**config.mk**
```make
export PLATFORM = sky130hd
export DESIGN_NAME = intersection_phase_arbiter
export DESIGN_NICKNAME = d
export VERILOG_FILES = /design/src/rtl/intersection_phase_arbiter.sv
export SDC_FILE = /design/constraint.sdc
export NUM_CORES = 1
export LEC_CHECK = 0
export CAP_MARGIN = 20
export CORE_UTILIZATION = 55
export DETAILED_ROUTE_END_ITERATION = 10
export HOLD_SLACK_MARGIN = 0.03
export PLACE_DENSITY = 0.77
export SYNTH_ARGS = -nofsm -noshare
export SYNTH_HDL_FRONTEND = slang
export SYNTH_SLANG_ARGS = --single-unit
```
**constraint.sdc**
```tcl
create_clock -name CLK -period 3.95 [get_ports CLK]
set_clock_uncertainty 0.15 [all_clocks]
set_input_delay 0.79 -clock CLK [delete_from_list [all_inputs] [get_ports CLK]]
set_output_delay 0.79 -clock CLK [all_outputs]
set_load 0.03 [all_outputs]
```
**src/rtl/intersection_phase_arbiter.sv**
```systemverilog
// Four-way right-of-way arbiter (roads A/B/C plus pedestrian) with green/yellow/all-red sequencing.
// Define EMERGENCY_PREEMPT_EN to add the EMG/EMG_DIR preemption inputs.
module intersection_phase_arbiter #(
    parameter int TICK_DIV  = 1000,
    parameter int GREEN_MIN = 5,
    parameter int GREEN_MAX = 20,
    parameter int YELLOW_T  = 3,
    parameter int ALLRED_T  = 1,
    parameter int WALK_T    = 6
) (
    input  logic       CLK,
    input  logic       RESET,
    input  logic       HOLD,
    input  logic       REQ_A,
    input  logic       REQ_B,
    input  logic       REQ_C,
    input  logic       PED_BTN,
`ifdef EMERGENCY_PREEMPT_EN
    input  logic       EMG,
    input  logic [1:0] EMG_DIR,
`endif
    output logic       GA,
    output logic       YA,
    output logic       RA,
    output logic       GB,
    output logic       YB,
    output logic       RB,
    output logic       GC,
    output logic       YC,
    output logic       RC,
    output logic       WALK,
    output logic       DONTWALK,
    output logic       PED_ACK,
    output logic [2:0] PHASE,
    output logic [4:0] TIMER
);
    localparam int PW = $clog2(TICK_DIV);

    typedef enum logic [2:0] {
        PH_ALLRED = 3'd0, PH_GRN_A = 3'd1, PH_YEL_A = 3'd2, PH_GRN_B = 3'd3,
        PH_YEL_B  = 3'd4, PH_GRN_C = 3'd5, PH_YEL_C = 3'd6, PH_WALK  = 3'd7
    } phase_e;

    localparam logic [PW-1:0] PRESC_LAST  = PW'(TICK_DIV - 1);
    localparam logic [4:0]    GMIN_LAST   = 5'(GREEN_MIN - 1);
    localparam logic [4:0]    GMAX_LAST   = 5'(GREEN_MAX - 1);
    localparam logic [4:0]    YELLOW_LAST = 5'(YELLOW_T - 1);
    localparam logic [4:0]    ALLRED_LAST = 5'(ALLRED_T - 1);
    localparam logic [4:0]    WALK_LAST   = 5'(WALK_T - 1);
    // {GA,YA,RA,GB,YB,RB,GC,YC,RC,WALK,DONTWALK} for all-red
    localparam logic [10:0]   LAMPS_RST   = 11'b001_001_001_01;

    phase_e        phase_q, phase_d;
    logic [4:0]    timer_q, timer_d;
    logic [PW-1:0] presc_q, presc_d;
    logic [1:0]    owner_q, owner_d;
    logic [3:0]    pend_q, pend_d;
    logic [10:0]   lamps_q, lamps_d;
    logic          tick, others, found;
    logic [3:0]    req, serving;
    logic [1:0]    cur, cand, pick;
`ifdef EMERGENCY_PREEMPT_EN
    logic [1:0]    emg_dir;
`endif

    function automatic logic [10:0] decode(input phase_e ph);
        logic ga, ya, gb, yb, gc, yc, wk;
        ga = (ph == PH_GRN_A);
        ya = (ph == PH_YEL_A);
        gb = (ph == PH_GRN_B);
        yb = (ph == PH_YEL_B);
        gc = (ph == PH_GRN_C);
        yc = (ph == PH_YEL_C);
        wk = (ph == PH_WALK);
        return {ga, ya, !(ga || ya), gb, yb, !(gb || yb), gc, yc, !(gc || yc), wk, !wk};
    endfunction

    always_comb begin
        // Requester index 0..3 = A,B,C,P; green/walk phases are {index,1}
        req     = {PED_BTN, REQ_C, REQ_B, REQ_A};
        cur     = phase_q[2:1];
        serving = '0;
        if (phase_q[0]) serving[cur] = 1'b1;
        others  = |(pend_q & ~serving);

        presc_d = presc_q;
        tick    = 1'b0;
        if (!HOLD) begin
            if (presc_q == PRESC_LAST) begin
                presc_d = '0;
                tick    = 1'b1;
            end else begin
                presc_d = presc_q + 1'b1;
            end
        end

        pick  = 2'd0;
        found = 1'b0;
        cand  = 2'd0;
        for (int k = 1; k <= 4; k++) begin
            cand = owner_q + 2'(k);
            if (!found && pend_q[cand]) begin
                pick  = cand;
                found = 1'b1;
            end
        end

`ifdef EMERGENCY_PREEMPT_EN
        emg_dir = (EMG_DIR == 2'd3) ? 2'd0 : EMG_DIR;
`endif

        phase_d = phase_q;
        owner_d = owner_q;
        if (tick) begin
            case (phase_q)
                PH_ALLRED: if (timer_q == ALLRED_LAST) begin
                    phase_d = phase_e'({pick, 1'b1});
                    owner_d = pick;
                end
                PH_GRN_A, PH_GRN_B, PH_GRN_C:
                    if (others && ((timer_q >= GMIN_LAST && !req[cur]) || timer_q >= GMAX_LAST))
                        phase_d = phase_e'(phase_q + 3'd1);
                PH_WALK: if (timer_q == WALK_LAST) phase_d = PH_ALLRED;
                default: if (timer_q == YELLOW_LAST) phase_d = PH_ALLRED;
            endcase
`ifdef EMERGENCY_PREEMPT_EN
            if (EMG) begin
                case (phase_q)
                    PH_ALLRED: if (timer_q == ALLRED_LAST) begin
                        phase_d = phase_e'({emg_dir, 1'b1});
                        owner_d = emg_dir;
                    end
                    PH_GRN_A, PH_GRN_B, PH_GRN_C:
                        phase_d = (cur == emg_dir) ? phase_q : phase_e'(phase_q + 3'd1);
                    PH_WALK: phase_d = PH_ALLRED;
                    default: ;
                endcase
            end
`endif
        end

        timer_d = timer_q;
        if (tick) begin
            if (phase_d != phase_q) timer_d = '0;
            else if (timer_q != 5'd31) timer_d = timer_q + 5'd1;
        end

        // Entering a green/walk clears that requester even if it is requesting this cycle
        pend_d = pend_q | (req & ~serving);
        if (phase_d != phase_q && phase_d[0]) pend_d[phase_d[2:1]] = 1'b0;

        lamps_d = decode(phase_d);
    end

    always_ff @(posedge CLK or posedge RESET) begin
        if (RESET) begin
            phase_q <= PH_ALLRED;
            timer_q <= '0;
            presc_q <= '0;
            owner_q <= 2'd3;
            pend_q  <= '0;
            lamps_q <= LAMPS_RST;
        end else begin
            phase_q <= phase_d;
            timer_q <= timer_d;
            presc_q <= presc_d;
            owner_q <= owner_d;
            pend_q  <= pend_d;
            lamps_q <= lamps_d;
        end
    end

    assign {GA, YA, RA, GB, YB, RB, GC, YC, RC, WALK, DONTWALK} = lamps_q;
    assign PED_ACK = pend_q[3];
    assign PHASE   = phase_q;
    assign TIMER   = timer_q;
endmodule
```
* Yosys cells after proc, flatten, opt, wreduce, memory -nomap -nowiden
Cells that the tools add are included.
** Operators by class
- $add $sub $neg :: 6
- $lt $le $gt $ge :: 10
- Reductions and logical operators :: 27
- Shifts and indexed selects :: 0
- Divide/modulo/power cells :: 0
- Muxes and demuxes :: 34
- Equal/unequal tests :: 16
- $mul :: 0
- Bitwise operators :: 6
** Operators with widths (number)
- == test 3 bit (second input constant) :: 6
- less-than comparator 2 x 3 -> 1 bit (second input constant) :: 6
- two-way mux 3 bit :: 5
- bitwise AND 4 bit :: 3
- two-way mux 1 bit :: 12
- adder 10 x 1 -> 10 bit (second input constant) :: 1
- binary-select mux 1 bit (select 2 bit) :: 5
- == test 10 bit (second input constant) :: 1
- two-way mux 10 bit :: 1
- two-way mux 5 bit :: 2
- == test 3 x 2 -> 1 bit (second input constant) :: 3
- case mux 3 bit (3 select lines) :: 1
- logical AND 1 bit :: 8
- logical NOT 1 bit :: 8
- two-way mux 2 bit :: 4
- two-way mux 4 bit :: 2
- inverter 4 bit :: 2
- == test 3 x 1 -> 1 bit (second input constant) :: 2
- adder 5 x 1 -> 5 bit (second input constant) :: 1
- == test 5 x 2 -> 1 bit (second input constant) :: 1
- == test 5 x 3 -> 1 bit (second input constant) :: 1
- greater-or-equal comparator 5 x 3 -> 1 bit (second input constant) :: 1
- greater-or-equal comparator 5 bit (second input constant) :: 1
- logical NOT 5 bit :: 1
- 15 further kinds :: 21
** Storage, ports and cells
- Bits in latches :: 0
- Flip-flop bits (word level) :: 35
- RAM bits :: 0
- Output and inout port bits :: 20
- Input port bits :: 7
- Memory bits (read-only) :: 0
- Word-level logic and storage cells :: 105
- Memories kept :: 0

* Logic depth before layout (Yosys ltp)
Gate-level depths: netlist (run 1).
- Word-level depth :: 23
- Mapped depth :: 13
- Depth with buffers taken out :: 10

* Least setup slack after synthesis (run 1)
Ideal clock, no wire load.
- Path kind :: reg-to-reg
- Start :: register phase_q[2] (netlist: PHASE[2])
- End :: register pend_q[2]
- Stages on the path, launching flop included :: 14
- Path buffers :: 3
- Data arrival time :: 2.936 ns
- Data required time :: 3.665 ns
- Slack :: 0.730 ns
- Cell sequence :: dfrtp_1 -> clkbuf_1 -> inv_1 -> ha_1 -> or2_1 -> clkbuf_1 -> or3_1 -> buf_1 -> o21ai_1 -> o41ai_4 -> a21oi_2 -> nor2_4 -> inv_2 -> a31oi_2
** Between the ends
- Cells in the longest elaborated chain, start to end :: 19
- Elaborated cells between the ends (all ways) :: 40
- Those cells by class :: add/sub: 1; order compare: 4; eq/ne: 5; mux: 14; bitwise: 6; reduce/logical: 10
** Ends and longest elaborated chain
- from (decl) :: RTL line 53 : phase_e phase_q, phase_d;
- from (signal assigned) :: RTL line 164 : phase_q <= phase_d;
- less-than comparator 2 x 3 -> 1 bit (not written as such) or greater-or-equal comparator 2 x 1 -> 1 bit (tied branches) :: RTL line 83 : if (phase_q[0]) serving[cur] = 1'b1;
- logical AND 1 bit (not written as such) :: RTL line 83
- two-way mux 1 bit (not written as such) :: RTL line 83
- demux 1 bit (select 2 bit) :: RTL line 83
- two-way mux 4 bit :: RTL line 83
- inverter 4 bit :: RTL line 84 : others = |(pend_q & ~serving);
- bitwise AND 4 bit :: RTL line 84
- OR reduction 4 bit :: RTL line 84
- (+4 left out)
- named net phase_d[2] :: RTL line 53
- less-than comparator 2 x 3 -> 1 bit (not written as such) or greater-or-equal comparator 2 x 1 -> 1 bit (tied branches) :: RTL line 150 : if (phase_d != phase_q && phase_d[0]) pend_d[phase_d[2:1]] = 1'b0;
- logical AND 1 bit (not written as such) :: RTL line 150
- two-way mux 1 bit (not written as such) :: RTL line 150
- demux 1 bit (select 2 bit) :: RTL line 150
- inverter 4 bit (no source line)
- bitwise AND 4 bit (no source line)
- two-way mux 4 bit * :: RTL line 150
- named net pend_d[2] :: RTL line 57 : logic [3:0] pend_q, pend_d;
- to (signal assigned) :: RTL line 168 : pend_q <= pend_d;
- to (decl) :: RTL line 57
The timed path passes the listed nets; every way through them passes the cells marked *. The select of a mux whose other input is x is not followed.
A chain may end at the register's enable or synchronous reset.

* Worst setup path after layout (run 1)
- Start :: register timer_q[0] (netlist: TIMER[0])
- End :: register pend_q[1]
** Between the ends
- Cells in the longest elaborated chain, start to end :: 14
- Elaborated cells between the ends (all ways) :: 24
- Those cells by class :: order compare: 4; eq/ne: 3; mux: 9; bitwise: 2; reduce/logical: 6
** Ends and longest elaborated chain
- from (decl) :: RTL line 54 : logic [4:0] timer_q, timer_d;
- from (signal assigned) :: RTL line 165 : timer_q <= timer_d;
- greater-or-equal comparator 5 x 3 -> 1 bit :: RTL line 121 : if (others && ((timer_q >= GMIN_LAST && !req[cur]) || timer_q >= GMAX_LAST))
- logical AND 1 bit :: RTL line 121
- logical OR 1 bit :: RTL line 121
- logical AND 1 bit :: RTL line 121
- two-way mux 3 bit :: RTL line 121
- case mux 3 bit (3 select lines) * :: RTL line 115 : case (phase_q)
- two-way mux 3 bit * :: RTL line 114 : if (tick) begin
- less-than comparator 2 x 3 -> 1 bit (not written as such) or greater-or-equal comparator 2 x 1 -> 1 bit (tied branches) :: RTL line 150
- logical AND 1 bit (not written as such) :: RTL line 150
- two-way mux 1 bit (not written as such) :: RTL line 150
- demux 1 bit (select 2 bit) :: RTL line 150
- inverter 4 bit (no source line)
- bitwise AND 4 bit (no source line)
- two-way mux 4 bit * :: RTL line 150
- named net pend_d[1] :: RTL line 57
The timed path passes the listed nets; every way through them passes the cells marked *.

==> flow_metrics.env, run 1 <==
export IMPL_syn_cell_area_um2=2250
export IMPL_wl_um=4820
export IMPL_holdBufCountCts=0
export IMPL_clk_pin_slew_ns=0.08
export IMPL_cts_sinks=35
export IMPL_path_class="reg2reg"
export IMPL_die_x_um=65.9
export IMPL_cp_data_arrival_time_ns=3.32
export IMPL_start_kind="register"
export IMPL_seq_area_frac_synth_pct=39.3
export IMPL_dp_hpwl_um=3540
export IMPL_rsz0062_at_grt="false"
export IMPL_cp_required_ns=3.96
export IMPL_fmax_ghz=0.302
export IMPL_combPwrFrac_pct=9.6
export IMPL_final_cell_count_no_fill=307
export IMPL_grt_ovfl_total=0
export IMPL_port_buffers=26
export IMPL_clockBufferDepth=2
export IMPL_synth_cell_types=65
export IMPL_switchingPower_mw=0.212
export IMPL_syn_instance_count=226
export IMPL_synth_most_common_cell="dfrtp_1"
export IMPL_synth_edff_count=0
export IMPL_async_flop_share_pct=100
export IMPL_ys_warn_count=0
export IMPL_grt_max_degree=36
export IMPL_slew_viol_final=0
export IMPL_cts_buffers=5
export IMPL_met2WireLength_um=2270
export IMPL_crit_path_end_kind="register"
export IMPL_final_hold_violation_count=0
export IMPL_cts_setup_buffers=0
export IMPL_worstMarginPinSlew_ns=0.836
export IMPL_num_vias=1842
export IMPL_grt_pass1_wl_um=8150
export IMPL_htreeDepth=2
export IMPL_worstSkewPairLatency_ns=0.29
export IMPL_die_area_um2=4350
export IMPL_viasPerCell=6.00
export IMPL_internal_power_mw=0.689
export IMPL_synth_top_area_share_pct=32.3
export IMPL_nets=276
export IMPL_boundaryPins=27
export IMPL_status="complete, no violations"
export IMPL_track_usage_pct=25.1
export IMPL_clkPwrFrac_pct=42.8
export IMPL_fin_crit_ns=3.31
export IMPL_power_leakage_nw=1.17
export IMPL_place_congestion=0.929
export IMPL_drt_iter0_drc=142
export IMPL_flow_area_growth_from_synthesis_pct=20.6
export IMPL_reg2regPathDepth=8
export IMPL_top_layer="met4"
export IMPL_power_frac_seq_pct=47.6
export IMPL_yosys_top_cells_area="dfrtp_1 32%, dfstp_2 7.0%, ha_1 6.1%, nor2_1 3.2%, a21oi_1 2.7%"
export IMPL_ys_top_cells_by_count="29 x dfrtp_1, 19 x nor2_1, 13 x nand2_1, 12 x a21oi_1, 12 x inv_1"
export IMPL_ant_nets=0
export IMPL_grt_pass1_vias=1735
export IMPL_place_inst=299
export IMPL_maxSlewHeadroom_pct=42.8
export IMPL_initial_core_util_pct=59.2
export IMPL_antenna_found_initial=0
export IMPL_dr_pass1_iters=4
export IMPL_finalSetupViolations=0
export IMPL_tns_ns=0
export IMPL_core_area_um2=3800
export IMPL_wl_per_cell_um=15.7
export IMPL_power_per_cell_area_nw_per_um2=332
export IMPL_ys_ff_latch=35
export IMPL_cts_root_buffer="clkbuf_8"
export IMPL_route_met3_wl_um=191
export IMPL_fin_crit_sh_pct=83.7
export IMPL_die_h_um=65.9
export IMPL_fill_cells=293
export IMPL_holdPathStages=1
export IMPL_postCtsResizedCells=0
export IMPL_worstHoldPathType="reg2reg"
export IMPL_p_sw_share_pct=23.6
export IMPL_cts_tree="yes"
export IMPL_avgSynthCellArea_um2=9.95
export IMPL_antennaDiodeCount=0
export IMPL_yosysTopAreaCell="dfrtp_1"
export IMPL_synth_net_count=244
export IMPL_final_layout_size_suffix_gt1_share_pct=16.2
export IMPL_drv_cap=0
export IMPL_drc=0
export IMPL_drt_met1_wl_um=2290
export IMPL_path_max_fanout=7
export IMPL_rows=22
export IMPL_synth_ff_type="dfrtp_1"
export IMPL_worst_ir_drop_vdd_mv=0.347
stage by stage:
step	worst slack [ns]	cell area, µm²	total power, mW	util [%]	hold slack (ns)
after floorplan	0.730	2250	0.492	-	0.317
after global placement	0.405	2570	0.516	67.8	0.340
after detailed placement	0.371	2570	0.521	67.8	0.342
after CTS	0.659	2710	0.907	71.4	0.356
after global routing	0.478	2710	0.940	71.4	0.385
final	0.642	2710	0.901	71.4	0.359
cells in the final DEF (no fill, tap or decap), types with 8 or more instances in the layout:
cell type / synthesis / layout
inv_1: 12 / 12
clkdlybuf4s50_1: 0 / 26
ha_1: 11 / 11
nor2_1: 19 / 19
nand2_1: 13 / 13
o21ai_0: 8 / 8
a21oi_1: 12 / 12
nand3_1: 11 / 11
dfrtp_1: 29 / 29
final timing paths:
| path | from | to | slack, ns |
|---|---|---|---|
| setup / recovery | TIMER[0] | pend_q[1] | 0.64 |
| hold / removal | presc_q[2] | presc_q[2] | 0.36 |
| setup reg to reg | TIMER[0] | pend_q[1] | 0.64 |
| hold reg to reg | presc_q[2] | presc_q[2] | 0.36 |
| max in group asynchronous | RESET | owner_q[0] | 2.56 |
| min in group asynchronous | RESET | presc_q[7] | 0.74 |
worst max-delay path: stages (launching register included):
cell	delay, ns
dfrtp_1	0.47
ha_1	0.27
a2111oi_0	0.74
o22a_1	0.38
a2111oi_4	0.08
o41ai_4	0.42
a21oi_2	0.18
nor4_4	0.38
a21oi_2	0.09
cell type report:
class                      count  area [µm²]  share of cell area [%]
clock buffer                   5        68.8                    2.54
clock inverter                 3        67.6                    2.49
inverter                      15        56.3                    2.08
multi-input combinational    170        1280                    47.1
sequential                    35         883                    32.6
tap                           48        60.1                    2.22
timing repair buffer          31         298                    11.0
metal layers:
layer  up-vias  GRT usage [%]
met4         0           8.24
met2        45           39.7
met1       893           34.7
met5         -              0
met3         8           4.66
li1        896              -
state kept, by name, summed over array words and instances (netlist names):
register and flops:
TIMER 5, owner_q 2, pend_q 4, presc_q 10
PHASE 3, lamps_q 11
cell families (layout without fill, tap and decap cells):
logic type      count (synthesis)  count (layout)  synth area share (%)
fa+ha+maj                      11              11                  6.12
xor+xnor                       10              10                  3.90
buf+inv                        21              54                  3.89
simple gates                   84              84                  21.7
mux                             5               5                  2.89
compound gates                 60              60                  22.2
flops                          35              35                  39.3
power groups by stage:
stage / clock (mW) / sequential (mW) / combinational (mW)
2_1_floorplan: 0 / 0.428 / 0.0640
3_3_place_gp: 0 / 0.434 / 0.0818
3_5_place_dp: 0 / 0.434 / 0.0865
4_1_cts: 0.391 / 0.428 / 0.0875
5_1_grt: 0.407 / 0.434 / 0.0992
6_report: 0.385 / 0.429 / 0.0867
Note: power is estimated with default switching activity, not from simulation.
==> run 2: changes to the inputs <==
Clock period 3.95 ns to 3.1 ns, I/O delays scaled along.
==> run 2 against run 1 <==
Non-clock buffer count grew 23. Cell count rose by 7.8%. Via count increased by 8.0%. Setup slack got worse by 0.59 ns. Die area is the same. Routed wire length grew 17%. Clock-buffer cell count rose by 3. Sequential share of layout area is 2.2 points lower. Largest power group unchanged.
==> flow_metrics.env, run 2 (same netlist as run 1, synthesis figures left out) <==
export IMPL_power_per_cell_area_nw_per_um2=351
export IMPL_largest_reg_flops=11
export IMPL_clockBufferDepth=2
export IMPL_fin_crit_sh_pct=98.2
export IMPL_cpPeakStageDelay_ns=0.49
export IMPL_power_frac_seq_pct=53.7
export IMPL_ant_nets=0
export IMPL_grt_pass1_wl_um=8910
export IMPL_cts_sinks=35
export IMPL_worstSkewPairLatency_ns=0.29
export IMPL_layout_common_cells="29 x dfrtp_1, 28 x buf_4, 25 x clkdlybuf4s50_1"
export IMPL_power_leakage_nw=1.29
export IMPL_rsz0062_at_grt="true"
export IMPL_clkPwrFrac_pct=35.3
export IMPL_boundaryPins=27
export IMPL_grt_pass1_vias=1901
export IMPL_clk_pin_slew_ns=0.06
export IMPL_die_x_um=65.9
export IMPL_holdCritStartpoint="presc_q[2]"
export IMPL_htreeDepth=2
export IMPL_flow_area_growth_from_synthesis_pct=29.2
export IMPL_utilization_pct=76.5
export IMPL_nets=300
export IMPL_dr_pass1_iters=4
export IMPL_p_sw_share_pct=25.5
export IMPL_final_layout_size_suffix_gt1_share_pct=25.4
export IMPL_place_inst=321
export IMPL_maxSlewHeadroom_pct=72.1
export IMPL_wl_um=5630
export IMPL_initial_core_util_pct=59.2
export IMPL_cts_root_buffer="clkbuf_8"
export IMPL_die_area_um2=4350
export IMPL_grt_max_degree=36
export IMPL_finalSetupViolations=0
export IMPL_final_common_cell="dfrtp_1"
export IMPL_core_area_um2=3800
export IMPL_final_hold_violation_count=0
export IMPL_drt_iter0_drc=174
export IMPL_track_usage_pct=28.1
export IMPL_combPwrFrac_pct=11.0
export IMPL_num_vias=1990
export IMPL_fmax_ghz=0.329
export IMPL_cts_buffers=5
export IMPL_dp_hpwl_um=4080
export IMPL_wl_per_cell_um=17.0
export IMPL_drc=0
export IMPL_crit_path_end_kind="register"
export IMPL_antenna_found_initial=0
export IMPL_setup_worst_path_start="REQ_A"
export IMPL_fin_crit_ns=3.04
export IMPL_internal_power_mw=0.760
export IMPL_place_congestion=0.905
export IMPL_worstMarginPinSlew_ns=0.407
export IMPL_cp_data_arrival_time_ns=3.06
export IMPL_r2r_setup_slack_ns=0.14
export IMPL_rows=22
export IMPL_switchingPower_mw=0.261
export IMPL_grt_ovfl_total=0
export IMPL_slew_viol_final=0
export IMPL_holdBufCountCts=0
export IMPL_status="complete, no violations"
export IMPL_rr_startpoint="TIMER[1]"
export IMPL_cp_required_ns=3.12
export IMPL_crit_slowest_cell="mux4_2"
export IMPL_drv_cap=0
export IMPL_worstHoldPathType="reg2reg"
export IMPL_path_class="in2reg"
export IMPL_antennaDiodeCount=0
export IMPL_viasPerCell=6.01
export IMPL_cpMostUsedCell="a21oi_2"
export IMPL_port_buffers=26
export IMPL_crit_path_cell_trace="clkdlybuf4s50_1 -> mux4_2 -> o22a_1 -> buf_4 -> a211o_1 -> a21oi_2 -> o21ai_2 -> nor4_4 -> a21oi_2"
export IMPL_fill_cells=265
export IMPL_final_cell_count_no_fill=331
export IMPL_critPathBufInv=2
export IMPL_die_h_um=65.9
export IMPL_path_delay_family="compound AO/OA/AOI/OAI gates"
export IMPL_cts_tree="yes"
export IMPL_start_kind="input pin"
export IMPL_path_max_fanout=5
export IMPL_worst_ir_drop_vdd_mv=0.502
export IMPL_largest_register="lamps_q"
-- run 2: cell count changes in the layout (fill, tap and decap cells not counted), moves of 2 or more --
cell	delta
clkbuf_8	+2
nor3_1	-2
nor3_2	+2
buf_4	+23
bufinv_16	-2
-- run 2: layout make-up --
class | count | area [µm²] | area share [%]
clock buffer | 8 | 100 | 3.45
sequential | 35 | 883 | 30.4
multi-input combinational | 171 | 1330 | 45.9
tap | 48 | 60.1 | 2.07
timing repair buffer | 54 | 473 | 16.3
inverter | 15 | 56.3 | 1.94
-- run 2: timing repair --
item / in CTS / in global routing
buffers inserted: 0 / 1
resized for setup: 0 / 9
endpoints found under the setup margin: 0 / 11
-- run 2: per-stage QoR --
stage	hold WS [ns]	TNS (ns)	cell area (µm²)	power [mW]	worst slack, ns
after floorplan	0.317	0	2260	0.627	0.0430
after global placement	0.340	-3.16	2750	0.658	-0.236
after detailed placement	0.340	-3.83	2750	0.666	-0.280
after CTS	0.349	0	2850	1.03	0.0132
after global routing	0.396	-0.0997	2910	1.07	-0.0407
final	0.347	0	2910	1.02	0.0567
-- run 2: path summary, 6_finish.rpt --
check,endpoint,cells past startpoint
min in group asynchronous,TIMER[3],3
min,presc_q[2],1
max in group asynchronous,owner_q[0],3
max reg2reg,pend_q[1],10
max,pend_q[1],9
min reg2reg,presc_q[2],1
-- run 2: power by group through the flow --
stage / registers (mW) / logic [mW] / clock network [mW]
after detailed placement: 0.555 / 0.111 / 0
after global placement: 0.553 / 0.106 / 0
after CTS: 0.548 / 0.114 / 0.367
after global routing: 0.555 / 0.131 / 0.380
final: 0.548 / 0.113 / 0.360
after floorplan: 0.545 / 0.0816 / 0
-- run 2: per-layer routing --
metal	track usage, %	vias to the layer above	part of all wire (%)
li1	-	944	-
met1	37.5	975	43
met2	46.0	65	50
met3	4.14	6	5.8
met4	10.6	0	1.6
met5	0	-	0
-- run 2: worst reg2reg max path: stages, from the launching register on --
cell	delay [ns]
dfrtp_1	0.41
ha_1	0.22
a2111oi_0	0.43
buf_4	0.19
o22a_1	0.19
buf_4	0.15
a2111oi_4	0.04
o41ai_4	0.44
a21oi_4	0.15
nor4_4	0.37
a21oi_2	0.09
==> run 3: changes to the inputs <==
Settings changed: CORE_UTILIZATION 55 to 50, PLACE_DENSITY 0.77 to 0.71.
==> run 3 against run 2 <==
Core utilization decreased by 7.2 points. Via count down 3.6%. Clock-buffer cell count fell by 2. First-iteration DRC count did not move. Combinational power hardly changed. Setup slack improved by 0.080 ns. Hold slack improved by 0.026 ns. Sequential cell count did not move. Global-route usage shrank 4.3 points. Critical endpoint is now pend_q[3].
==> flow_metrics.env, run 3 (same netlist as run 1, synthesis figures left out) <==
export IMPL_start_kind="input pin"
export IMPL_boundaryPins=27
export IMPL_worstHoldPathType="reg2reg"
export IMPL_p_sw_share_pct=23.8
export IMPL_clkPwrFrac_pct=42.5
export IMPL_path_class="in2reg"
export IMPL_die_x_um=69.1
export IMPL_die_area_um2=4770
export IMPL_utilization_pct=69.2
export IMPL_seqCellArea_um2=883
export IMPL_total_power_mw=1.15
export IMPL_cts_root_buffer="clkbuf_8"
export IMPL_crit_path_end_kind="register"
export IMPL_finalSetupViolations=0
export IMPL_grt_max_degree=36
export IMPL_status="complete, no violations"
export IMPL_holdBufCountCts=0
export IMPL_ant_nets=0
export IMPL_layout_common_cells="32 x buf_4, 29 x dfrtp_1, 22 x clkdlybuf4s50_1"
export IMPL_fin_crit_ns=2.96
export IMPL_slew_viol_final=0
export IMPL_cts_buffers=5
export IMPL_rows=24
export IMPL_multi_input_area_um2=1350
export IMPL_initial_core_util_pct=52.0
export IMPL_nets=303
export IMPL_combPwrFrac_pct=9.6
export IMPL_htreeDepth=2
export IMPL_grt_pass1_vias=1907
export IMPL_power_frac_seq_pct=47.9
export IMPL_place_ws_ns=-0.302
export IMPL_grt_ovfl_total=0
export IMPL_tns_ns=0
export IMPL_internal_power_mw=0.878
export IMPL_dp_hpwl_um=3990
export IMPL_largest_register="lamps_q"
export IMPL_maxSlewHeadroom_pct=64.4
export IMPL_reg2regPathDepth=11
export IMPL_cts_sinks=35
export IMPL_wl_um=5430
export IMPL_wl_per_cell_um=16.1
export IMPL_die_h_um=69.1
export IMPL_drv_cap=0
export IMPL_final_layout_size_suffix_gt1_share_pct=28.0
export IMPL_power_per_cell_area_nw_per_um2=385
export IMPL_cp_data_arrival_time_ns=3.02
export IMPL_dr_pass1_iters=4
export IMPL_place_congestion=0.895
export IMPL_fmax_ghz=0.337
export IMPL_num_vias=1919
export IMPL_core_area_um2=4320
export IMPL_flow_area_growth_from_synthesis_pct=33.2
export IMPL_fill_cells=334
export IMPL_fin_crit_sh_pct=95.6
export IMPL_drc=0
export IMPL_power_leakage_nw=1.35
export IMPL_antennaDiodeCount=0
export IMPL_path_max_fanout=10
export IMPL_placed_cell_area_um2=2780
export IMPL_viasPerCell=5.68
export IMPL_largest_reg_flops=11
export IMPL_port_buffers=26
export IMPL_antenna_found_initial=0
export IMPL_holdPathStages=1
export IMPL_final_common_cell="buf_4"
export IMPL_track_usage_pct=23.8
export IMPL_grt_pass1_wl_um=8990
export IMPL_cp_required_ns=3.16
export IMPL_rsz0062_at_grt="false"
export IMPL_clk_pin_slew_ns=0.07
export IMPL_worstSkewPairLatency_ns=0.29
export IMPL_worst_ir_drop_vdd_mv=0.634
export IMPL_clockBufferDepth=2
export IMPL_final_hold_violation_count=0
export IMPL_cts_tree="yes"
export IMPL_worstMarginPinSlew_ns=0.528
export IMPL_fin_ws_ns=0.137
export IMPL_stdcell_area_um2=2990
export IMPL_switchingPower_mw=0.274
export IMPL_drt_iter0_drc=174
==> run 3: changes by cell type in the layout (fill, tap and decap cells not counted), sizes merged <==
cell	before	now
bufinv	0	2
clkdlybuf4s50	25	22
o21ai	11	10
dlymetal6s2s	1	4
buf	28	32
clkbuf	8	6
==> run 3: path summary, 6_finish.rpt <==
path                             from    endpoint  slack (ns)
hold / removal             presc_q[2]  presc_q[2]        0.37
setup / recovery                 HOLD   pend_q[3]        0.14
hold reg to reg            presc_q[2]  presc_q[2]        0.37
setup reg to reg             PHASE[0]   pend_q[1]        0.15
max in group asynchronous       RESET  lamps_q[5]        1.88
min in group asynchronous       RESET  lamps_q[3]        0.58
==> run 3: layout make-up <==
class / count / area share, %
clock buffers: 6 / 2.42
clock inverters: 2 / 2.01
inverters: 15 / 1.88
multi-input cells: 170 / 45.0
flip-flops and latches: 35 / 29.5
well taps: 52 / 2.17
repair buffers: 58 / 17.0
==> run 3: power by group through the flow <==
stage	clock network, mW	registers, mW	logic, mW
after floorplan	0	0.545	0.0816
after global placement	0	0.553	0.106
after detailed placement	0	0.556	0.111
after CTS	0.494	0.550	0.114
after global routing	0.514	0.556	0.126
final	0.490	0.551	0.111
==> run 3: layer usage <==
layer | up-vias | track usage [%] | routed length, µm | share of wire [%]
met5 | - | 0 | 0 | 0
met3 | 8 | 3.95 | 145 | 2.7
li1 | 950 | - | - | -
met4 | 0 | 7.71 | 76 | 1.4
met2 | 33 | 38.2 | 2580 | 48
met1 | 928 | 32.9 | 2620 | 48
==> run 3: timing repair <==
action / CTS / global route
setup buffers: 0 / 1
setup endpoints to repair: 1 / 11
resized for setup: 1 / 17
pin swaps: 0 / 10
==> run 3: critical path, cell delays in order <==
cell	delay (ns)
clkdlybuf4s50_1	0.42
nand3b_1	0.20
or3_1	0.48
buf_4	0.21
or4_4	0.54
o21ai_4	0.19
nor2_1	0.14
a31oi_2	0.21
==> run 3: stage by stage <==
step | hold slack, ns | std cells
global route | 0.392 | 338
detailed placement | 0.357 | 329
floorplan | 0.317 | 226
global placement | 0.339 | 329
finish | 0.373 | 338
CTS | 0.368 | 337
==> variant: new RTL, settings of run 2 <==
The option `EMERGENCY_PREEMPT_EN` is turned on by a define.
--- a/src/rtl/intersection_phase_arbiter.sv
+++ b/src/rtl/intersection_phase_arbiter.sv
@@ -1,5 +1,7 @@
 // Four-way right-of-way arbiter (roads A/B/C plus pedestrian) with green/yellow/all-red sequencing.
 // Define EMERGENCY_PREEMPT_EN to add the EMG/EMG_DIR preemption inputs.
+`define EMERGENCY_PREEMPT_EN
+
 module intersection_phase_arbiter #(
     parameter int TICK_DIV  = 1000,
     parameter int GREEN_MIN = 5,
Ports: changed (added EMG and EMG_DIR); port bits go from 27 to 30. The function was not compared with the original's and may differ.
==> variant against run 2 <==
  * Sequential cell count is the same
  * Via count is 8.0% higher
  * Largest power group unchanged
  * Critical endpoint is now pend_q[0]
  * Highest routed layer unchanged
  * Final area up 5.0%
  * Area after synthesis rose by 2.6%
  * Combinational power increased by 35%
  * Setup slack gained 0.027 ns
  * Utilization shrank 0.25 points
  * Power rose by 17%
  * Routed wire length grew 6.4%
==> variant: results (changes against run 2) <==
[worst_setup_path]
cp_max_fo=6  ; was 5
critPathArrivalTime_ns=3.03  ; was 3.06 ns
r2r_start=PHASE[2]  ; was TIMER[1]
r2r_cells=11  ; was 10
r2r_end=pend_q[0]  ; was pend_q[1]
cp-startpoint=PED_BTN  ; was REQ_A

[worst_hold_path]
worstHoldStart=presc_q[2]  ; unchanged

[place]
dp_hpwl_microns=4530  ; was 4080 microns
place_congestion=0.925  ; was 0.905
postPlaceCellArea_sq_mm=0.00288  ; was 0.00275 sq mm
numPortBuffers=29  ; was 26
pre_cts_ws_ns=-0.226  ; was -0.280 ns

[yosys]
synth.distinct_cells=53  ; was 65
syn-num-nets=280  ; was 244
synth-adder-area-share=0.0543  ; was 0.0612
synth_compound_gate_area_share=0.154  ; was 0.222
muxShareOfSynthArea=0.0450  ; was 0.0289
yosys-top-cells-count=dfrtp_1 (29), nand2_1 (28), nor2_1 (27)  ; was dfrtp_1 (29), nor2_1 (19), nand2_1 (13)
synthTopCellsByArea=dfrtp_1 (31%), dfstp_2 (6.8%), ha_1 (5.4%), nand2_1 (4.6%), nor2_1 (4.4%)  ; was dfrtp_1 (32%), dfstp_2 (7.0%), ha_1 (6.1%), nor2_1 (3.2%), a21oi_1 (2.7%)
synth_xor_area_frac=0.0532  ; was 0.0390

[drt]
drt_wl_total_microns=5990  ; was 5630 microns
drt_iter0_markers=124  ; was 174
vias=2150  ; was 1990

[timing]
post-route-period-util=0.973  ; was 0.982
worst-slew-pin-transition_ns=0.642  ; was 0.407 ns

[global_route]
grt_use_met3=0.0428  ; was 0.0414
use_met1=0.366  ; was 0.375
grt_max_degree=19  ; was 36
grt_pass1_vias=1973  ; was 1901
track_usage=0.287  ; was 0.281

[power_and_ir_drop]
cellLeakagePower_nw=1.31  ; was 1.29 nW

[finish]
nets=343  ; was 300

[status]
outcome=completed  ; unchanged

[variant: kinds of logic after synthesis]
| group | count (synthesis) |
|---|---|
| AND/OR/NAND/NOR | 118 |
| AO/OA/AOI/OAI | 53 |
| flip-flops | 35 |
| buffers and inverters | 21 |
| XOR/XNOR | 14 |
| adder cells (fa/ha/maj) | 10 |
| multiplexers | 9 |
[variant: worst max path at each step]
stage | depth (start not counted) | end
after CTS | 10 | pend_q[3]
after floorplan | 12 | pend_q[1]
after detailed placement | 10 | pend_q[3]
final | 9 | pend_q[0]
after global routing | 11 | pend_q[0]
after global placement | 8 | lamps_q[10]
[variant: worst reg2reg max path: stages, from the launching register on]
cell and delay [ns]:
dfrtp_1 0.56, buf_4 0.26, nor2b_1 0.22, a21oi_1 0.11
nor2_1 0.10, buf_4 0.15, o31a_1 0.19, o21ai_0 0.13
a211oi_2 0.44, inv_1 0.19, nor3_2 0.22, a21oi_1 0.11
[variant: what timing repair did]
action,in CTS,in global routing
hold buffers,0,0
buffers inserted,0,2
hold endpoints to repair,0,0
endpoints found under the setup margin,0,16
resized for setup,0,7
[variant: metal layers]
| layer | up-vias | part of all wire |
|---|---|---|
| met4 | 0 | 0.0078 |
| met1 | 1057 | 0.44 |
| met5 | - | 0 |
| li1 | 1045 | - |
| met3 | 7 | 0.035 |
| met2 | 41 | 0.52 |
[variant: final cells by class]
type | instances | area [sq um] | area share
inverter | 11 | 41.3 | 0.0135
clock inverter | 3 | 67.6 | 0.0222
tap | 50 | 62.6 | 0.0205
clock buffer | 5 | 68.8 | 0.0226
timing repair buffer | 66 | 568 | 0.186
sequential | 35 | 885 | 0.290
multi-input combinational | 204 | 1360 | 0.445
[variant: report_power, final]
| group | total [mW] | internal (mW) | switching (mW) |
|---|---|---|---|
| combinational | 0.152 | 0.0767 | 0.0754 |
| sequential | 0.552 | 0.502 | 0.0496 |
| clock | 0.488 | 0.321 | 0.167 |
[variant: metrics by stage]
| step | util | TNS [ns] | hold WS, ns | cells |
|---|---|---|---|---|
| 2_1_floorplan | - | 0 | 0.309 | 260 |
| 3_3_place_gp | 0.719 | -1.18 | 0.325 | 364 |
| 3_5_place_dp | 0.719 | -2.24 | 0.334 | 364 |
| 4_1_cts | 0.753 | 0 | 0.347 | 372 |
| 5_1_grt | 0.762 | 0 | 0.366 | 374 |
| 6_report | 0.762 | 0 | 0.345 | 374 |
